==> config.mk <==
export PLATFORM = sky130hd
export DESIGN_NAME = mem_arbiter
export DESIGN_NICKNAME = d
export VERILOG_FILES = /design/src/rtl/mem_arb_pkg.sv /design/src/rtl/arb_prio.sv /design/src/rtl/mem_arbiter.sv
export SDC_FILE = /design/constraint.sdc
export NUM_CORES = 1
export LEC_CHECK = 0
export ABC_CLOCK_PERIOD_IN_PS = 3200
export CAP_MARGIN = 20
export CORE_MARGIN = 5
export CORE_UTILIZATION = 37
export DETAILED_ROUTE_END_ITERATION = 10
export GPL_TIMING_DRIVEN = 0
export HOLD_SLACK_MARGIN = 0.06
export MAX_ROUTING_LAYER = met4
export PLACE_DENSITY = 0.87
export SYNTH_ARGS = -nofsm -noshare
export SYNTH_HDL_FRONTEND = slang
export SYNTH_SLANG_ARGS = --single-unit
export TNS_END_PERCENT = 1
==> constraint.sdc <==
create_clock -name clk -period 3.2 [get_ports clk]
set_input_delay 0.64 -clock clk [delete_from_list [all_inputs] [get_ports clk]]
set_output_delay 0.64 -clock clk [all_outputs]
set_load 0.005 [all_outputs]
==> src/rtl/mem_arb_pkg.sv <==
// Shared definitions for the unified instruction/data memory arbiter.
package mem_arb_pkg;

    // Default number of back-to-back data grants tolerated while fetch waits.
    localparam int unsigned STARVE_LIMIT_DEF = 4;
    localparam int unsigned CNT_W_DEF        = 3;

    // Byte-lane mask used for every instruction fetch.
    localparam logic [3:0] MaskAll = 4'b1111;

    typedef enum logic [2:0] {
        StIdle   = 3'd0,
        StIssueI = 3'd1,
        StIssueD = 3'd2,
        StWaitI  = 3'd3,
        StWaitD  = 3'd4,
        StAckD   = 3'd5
    } arb_state_e;

endpackage

==> src/rtl/arb_prio.sv <==
// Grant selection between fetch and data requesters with a fetch starvation guard.
module arb_prio
    import mem_arb_pkg::*;
#(
    parameter int unsigned STARVE_LIMIT = STARVE_LIMIT_DEF,
    parameter int unsigned CNT_W        = CNT_W_DEF
) (
    input  logic clk,
    input  logic rst_n,
    input  logic idle,
    input  logic imem_req,
    input  logic dmem_req,
    output logic grant_i,
    output logic grant_d
);

    localparam logic [CNT_W-1:0] Limit = CNT_W'(STARVE_LIMIT);

    logic [CNT_W-1:0] cnt_q, cnt_d;
    logic             fetch_forced;

    // Data normally wins; fetch is forced through once the guard count is reached.
    always_comb begin
        fetch_forced = (STARVE_LIMIT != 0) && imem_req && (cnt_q == Limit);
        grant_d      = idle && dmem_req && !fetch_forced;
        grant_i      = idle && imem_req && !grant_d;
    end

    // Count data grants that overtook a waiting fetch, saturating at the limit.
    always_comb begin
        cnt_d = cnt_q;
        if (grant_i) begin
            cnt_d = '0;
        end else if (grant_d && imem_req && (cnt_q != Limit)) begin
            cnt_d = cnt_q + 1'b1;
        end
    end

    // Starvation counter register.
    always_ff @(posedge clk or negedge rst_n) begin
        if (!rst_n) begin
            cnt_q <= '0;
        end else begin
            cnt_q <= cnt_d;
        end
    end

endmodule

==> src/rtl/mem_arbiter.sv <==
// Shares one variable-latency memory port between instruction fetch and data access,
// one transaction outstanding at a time.
module mem_arbiter
    import mem_arb_pkg::*;
#(
    parameter int unsigned STARVE_LIMIT = STARVE_LIMIT_DEF,
    parameter int unsigned CNT_W        = CNT_W_DEF
) (
    input  logic        clk,
    input  logic        rst_n,
    input  logic        i_imem_req,
    input  logic [31:0] i_imem_addr,
    input  logic        i_imem_kill,
    output logic        o_imem_ready,
    output logic        o_imem_valid,
    output logic [31:0] o_imem_rdata,
    input  logic        i_dmem_req,
    input  logic [31:0] i_dmem_addr,
    input  logic        i_dmem_ren,
    input  logic        i_dmem_wen,
    input  logic [31:0] i_dmem_wdata,
    input  logic [3:0]  i_dmem_mask,
    output logic        o_dmem_ready,
    output logic        o_dmem_valid,
    output logic [31:0] o_dmem_rdata,
    output logic        o_mem_req,
    output logic [31:0] o_mem_addr,
    output logic        o_mem_wen,
    output logic [31:0] o_mem_wdata,
    output logic [3:0]  o_mem_mask,
    input  logic        i_mem_ready,
    input  logic        i_mem_valid,
    input  logic [31:0] i_mem_rdata
);

    arb_state_e  state_q, state_d;
    logic        drop_q, drop_d;
    logic [31:0] addr_q, wdata_q;
    logic        wen_q;
    logic [3:0]  mask_q;
    logic        idle, grant_i, grant_d;

    // Gating with rst_n keeps the ready outputs low while reset is asserted.
    assign idle = (state_q == StIdle) && rst_n;

    arb_prio #(
        .STARVE_LIMIT (STARVE_LIMIT),
        .CNT_W        (CNT_W)
    ) u_prio (
        .clk      (clk),
        .rst_n    (rst_n),
        .idle     (idle),
        .imem_req (i_imem_req),
        .dmem_req (i_dmem_req),
        .grant_i  (grant_i),
        .grant_d  (grant_d)
    );

    assign o_imem_ready = grant_i;
    assign o_dmem_ready = grant_d;
    assign o_mem_addr   = addr_q;
    assign o_mem_wen    = wen_q;
    assign o_mem_wdata  = wdata_q;
    assign o_mem_mask   = mask_q;

    // Next-state, kill tracking and response steering.
    always_comb begin
        state_d      = state_q;
        drop_d       = drop_q;
        o_mem_req    = 1'b0;
        o_imem_valid = 1'b0;
        o_imem_rdata = '0;
        o_dmem_valid = 1'b0;
        o_dmem_rdata = '0;
        unique case (state_q)
            StIdle: begin
                if (grant_d) begin
                    // A request with neither read nor write is acknowledged without a memory access.
                    state_d = (i_dmem_ren || i_dmem_wen) ? StIssueD : StAckD;
                end else if (grant_i) begin
                    state_d = StIssueI;
                end
            end
            StIssueI: begin
                o_mem_req = 1'b1;
                if (i_imem_kill) drop_d = 1'b1;
                if (i_mem_ready) state_d = StWaitI;
            end
            StIssueD: begin
                o_mem_req = 1'b1;
                if (i_mem_ready) state_d = StWaitD;
            end
            StWaitI: begin
                if (i_imem_kill) drop_d = 1'b1;
                if (i_mem_valid) begin
                    // The memory transaction always completes; a kill only hides the pulse.
                    o_imem_valid = !drop_q;
                    o_imem_rdata = i_mem_rdata;
                    drop_d       = 1'b0;
                    state_d      = StIdle;
                end
            end
            StWaitD: begin
                if (i_mem_valid) begin
                    o_dmem_valid = 1'b1;
                    o_dmem_rdata = wen_q ? 32'h0 : i_mem_rdata;
                    state_d      = StIdle;
                end
            end
            StAckD: begin
                o_dmem_valid = 1'b1;
                state_d      = StIdle;
            end
            default: begin
                state_d = StIdle;
            end
        endcase
    end

    // FSM state and drop flag.
    always_ff @(posedge clk or negedge rst_n) begin
        if (!rst_n) begin
            state_q <= StIdle;
            drop_q  <= 1'b0;
        end else begin
            state_q <= state_d;
            drop_q  <= drop_d;
        end
    end

    // Capture the winning requester's payload on the grant cycle.
    always_ff @(posedge clk or negedge rst_n) begin
        if (!rst_n) begin
            addr_q  <= '0;
            wen_q   <= 1'b0;
            wdata_q <= '0;
            mask_q  <= '0;
        end else if (grant_i) begin
            addr_q <= i_imem_addr;
            wen_q  <= 1'b0;
            mask_q <= MaskAll;
        end else if (grant_d) begin
            addr_q  <= i_dmem_addr;
            wen_q   <= i_dmem_wen;
            wdata_q <= i_dmem_wdata;
            mask_q  <= i_dmem_mask;
        end
    end

endmodule

==> summary.md <==
| Metric | Value |
|---|---|
| DP HPWL | 11.6 mm |
| R2R depth | 7 |
| Startpoint types | input pin |
| Seq/Total Area, Yosys | 0.522 |
| Die Span Y | 109 µm |
| Tightest Pin Transition | 0.496 ns |
| Share of layout cells above drive strength 1 | 0.0644 |
| Fill cells | 747 |
| Gp weighted congestion | 0.803 |
| Critical path required time | 2.56 ns |
| Multi-input gate area | 1610 µm² |
| Reg2reg setup slack | 1.19 ns |
| Crit path launch | i_mem_valid |
| Final instance area | 6930 µm² |
| Core area | 9680 µm² |
| WL met3 | 1.13 mm |
| Synth warnings | 0 |
| Wire per inst | 17.3 µm |
| Crit-path most repeated cell | clkdlybuf4s50_1 |
| Post-Route WL | 14.7 mm |
| Final worst setup slack | 0.0501 ns |
| CTS max path bufs | 2 |
| Detailed router's first-iteration violation count | 122 |
| Most frequent cells in the layout | clkdlybuf4s50_1, nand2_1, dfrtp_1 |
| Crit path max fanout | 10 |
| H-tree depth | 3 |
| DR vias/cell | 4.78 |
| Vias in the first global route | 4200 |
| Crit path largest cell delay | 0.57 ns |
| Dpl ws | -0.629 ns |
| Hold Crit Class | in2async |
| Total track usage | 0.250 |
| Clock latency on the worst-skew pair | 0.35 ns |
| Slowest CP cell | clkdlybuf4s50_1 |
| Initial Util | 0.376 |
| Total gr overflow | 0 |
| Max-cap violation count | 0 |
| Vias post-DR | 4045 |
| RSZ-0062 raised after global routing | true |
| Post-synth net total | 559 |
| CTS Buf Count | 9 |
| DRT antenna net count | 0 |
| FF/Latch Area | 1900 µm² |
| Pin count of the biggest net entering global routing | 31 |
| Setup violations, final | 0 |
| P_leak | 2.98 nW |
| DRC | 0 |
| PD cells | 681 nW/µm² |
| M1 WL | 5.33 mm |
| Root buffer cell | clkbuf_8 |
| DIE AREA | 11900 µm² |
| IO Pins | 279 |
| Worst Path Arrival | 2.51 ns |
| Die width | 109 µm |
| Final Core Density | 0.716 |
| CTS Hold Bufs | 0 |
| N_diodes | 0 |
| Yosys cell types | 33 |
| Relative slew slack | 0.669 |
| FMAX | 317 MHz |
| CP Capture Type | output port |
| Synth Register Bits | 76 |
| Post-synth top flop | dfrtp_1 |
| Cells after Synth | 416 |
| Final hold vios | 0 |
| Outcome | finished, final reports clean |
| DR WL met2 | 7.73 mm |
| Average size of a mapped cell | 8.76 µm² |
| Highest Signal Layer | met4 |
| Slew Viols, Final | 0 |
| Fin crit period | 3.15 ns |
| Port-buffer cells | 278 |
| Maximum resistive drop on vdd | 0.483 mV |
| Ys async rst share | 1.00 |
| Reg-to-reg startpoint | u_prio.cnt_q[0] |
| Mapped Area | 3640 µm² |
| CP Cell Sequence | clkdlybuf4s50_1, nand2_1, nor4_4, buf_2, and2_1, clkdlybuf4s50_1 |
| First-pass DRT Iterations | 4 |
| Antenna violations before repair | 0 |
| Row Count | 36 |
| Area Growth Syn to Fin | 90.1% |
| Post-synth EDFFs | 0 |
| CTS tree | done |
| Clk_skew | 0.00547 ns |
| Nets | 853 |
| Clock sink count | 76 |
| Clock-pin slew on the worst setup and hold paths | 0.08 ns |
| Commonest non-fill, non-tap cell in the layout | clkdlybuf4s50_1 |
| Placement Cell Area | 6620 µm² |
| Reg2reg end | o_mem_addr[5] |
| CP Class | in2out |
| Worst Setup EP | o_dmem_rdata[1] |
| First-pass GRT wire length | 22.0 mm |
| Final Cycle Share | 0.984 |
==> power by group <==
part,total (mW),internal (mW),leakage [nW],switching (mW)
registers,1.66,1.40,0.901,0.257
clock network,0.729,0.376,0.0914,0.353
logic,2.33,1.38,1.99,0.946
total,4.72,3.16,2.98,1.56
==> worst min path at each step <==
stage                                  to  slack (ns)  cells after the start
after CTS                  o_mem_addr[12]        0.11                      1
after global routing        o_mem_addr[4]        0.10                      1
after detailed placement   o_mem_wdata[9]        0.46                      2
final                      o_mem_addr[12]        0.11                      1
after floorplan                    drop_q        0.34                      0
after global placement    o_mem_wdata[20]        0.46                      2
==> cells by family after synthesis <==
logic type | after synthesis | share of synthesized area
AND/OR/NAND/NOR | 251 | 0.323
AO/OA/AOI/OAI | 54 | 0.101
flip-flops | 76 | 0.522
XOR/XNOR | 1 | 0.00240
buffers and inverters | 31 | 0.0422
adder cells (fa/ha/maj) | 2 | 0.00686
multiplexers | 1 | 0.00275
==> Yosys cell counts (3+ instances only) <==
master      n  area [µm²]
clkbuf_1   13        48.8
o21ai_0     6        30.0
nand2_1   107         402
and2_1     64         400
nand3_1     3        15.0
a221o_1     6        60.1
nor2_1     60         225
dfrtp_1    76        1900
inv_1       6        22.5
o22ai_1    27         169
buf_4       7        52.6
nor2b_1     8        50.1
a21oi_1     5        25.0
o22a_1      4        35.0
buf_2       3        15.0
==> through the flow <==
| step | TNS (ns) | cells | total power [mW] | hold WS, ns |
|---|---|---|---|---|
| 6_report | 0 | 847 | 4.72 | 0.113 |
| 2_1_floorplan | 0 | 416 | 2.50 | 0.344 |
| 5_1_grt | -0.933 | 847 | 5.04 | 0.100 |
| 4_1_cts | 0 | 847 | 4.75 | 0.106 |
| 3_3_place_gp | -257.29 | 827 | 3.88 | 0.458 |
| 3_5_place_dp | -12.50 | 828 | 3.97 | 0.462 |
==> routing by layer <==
metal | vias to the layer above | track usage
met2 | 200 | 0.448
met4 | 0 | 0.108
li1 | 1939 | -
met3 | 35 | 0.0574
met1 | 1871 | 0.262
met5 | - | -
==> worst max-delay path: cells and delay by family <==
family	cells	cell delay, ns
AND/OR/NAND/NOR	3	0.53
buffers and inverters	3	1.33
==> cell type report <==
cell class | count | area share
Buffer | 24 | 0.0204
Clock buffer | 11 | 0.0204
Clock inverter | 4 | 0.00722
Inverter | 7 | 0.00415
Multi-Input combinational cell | 309 | 0.233
Sequential cell | 76 | 0.274
Tap cell | 133 | 0.0240
Timing Repair Buffer | 283 | 0.417
==> registers in the layout, indices dropped and copies added (netlist names) <==
| register | flops |
|---|---|
| u_prio.cnt_q | 3 |
| o_mem_addr | 32 |
| o_mem_wdata | 32 |
| o_mem_wen | 1 |
| o_mem_mask | 4 |
| drop_q | 1 |
| state_q | 3 |
==> what timing repair did <==
action,4_1_cts,5_1_grt
gates resized for setup,11,16
setup buffers,3,0
setup endpoints to repair,37,57
pin swaps,0,0
gates cloned,1,0
No activity file was read; power rests on OpenSTA's default activity.
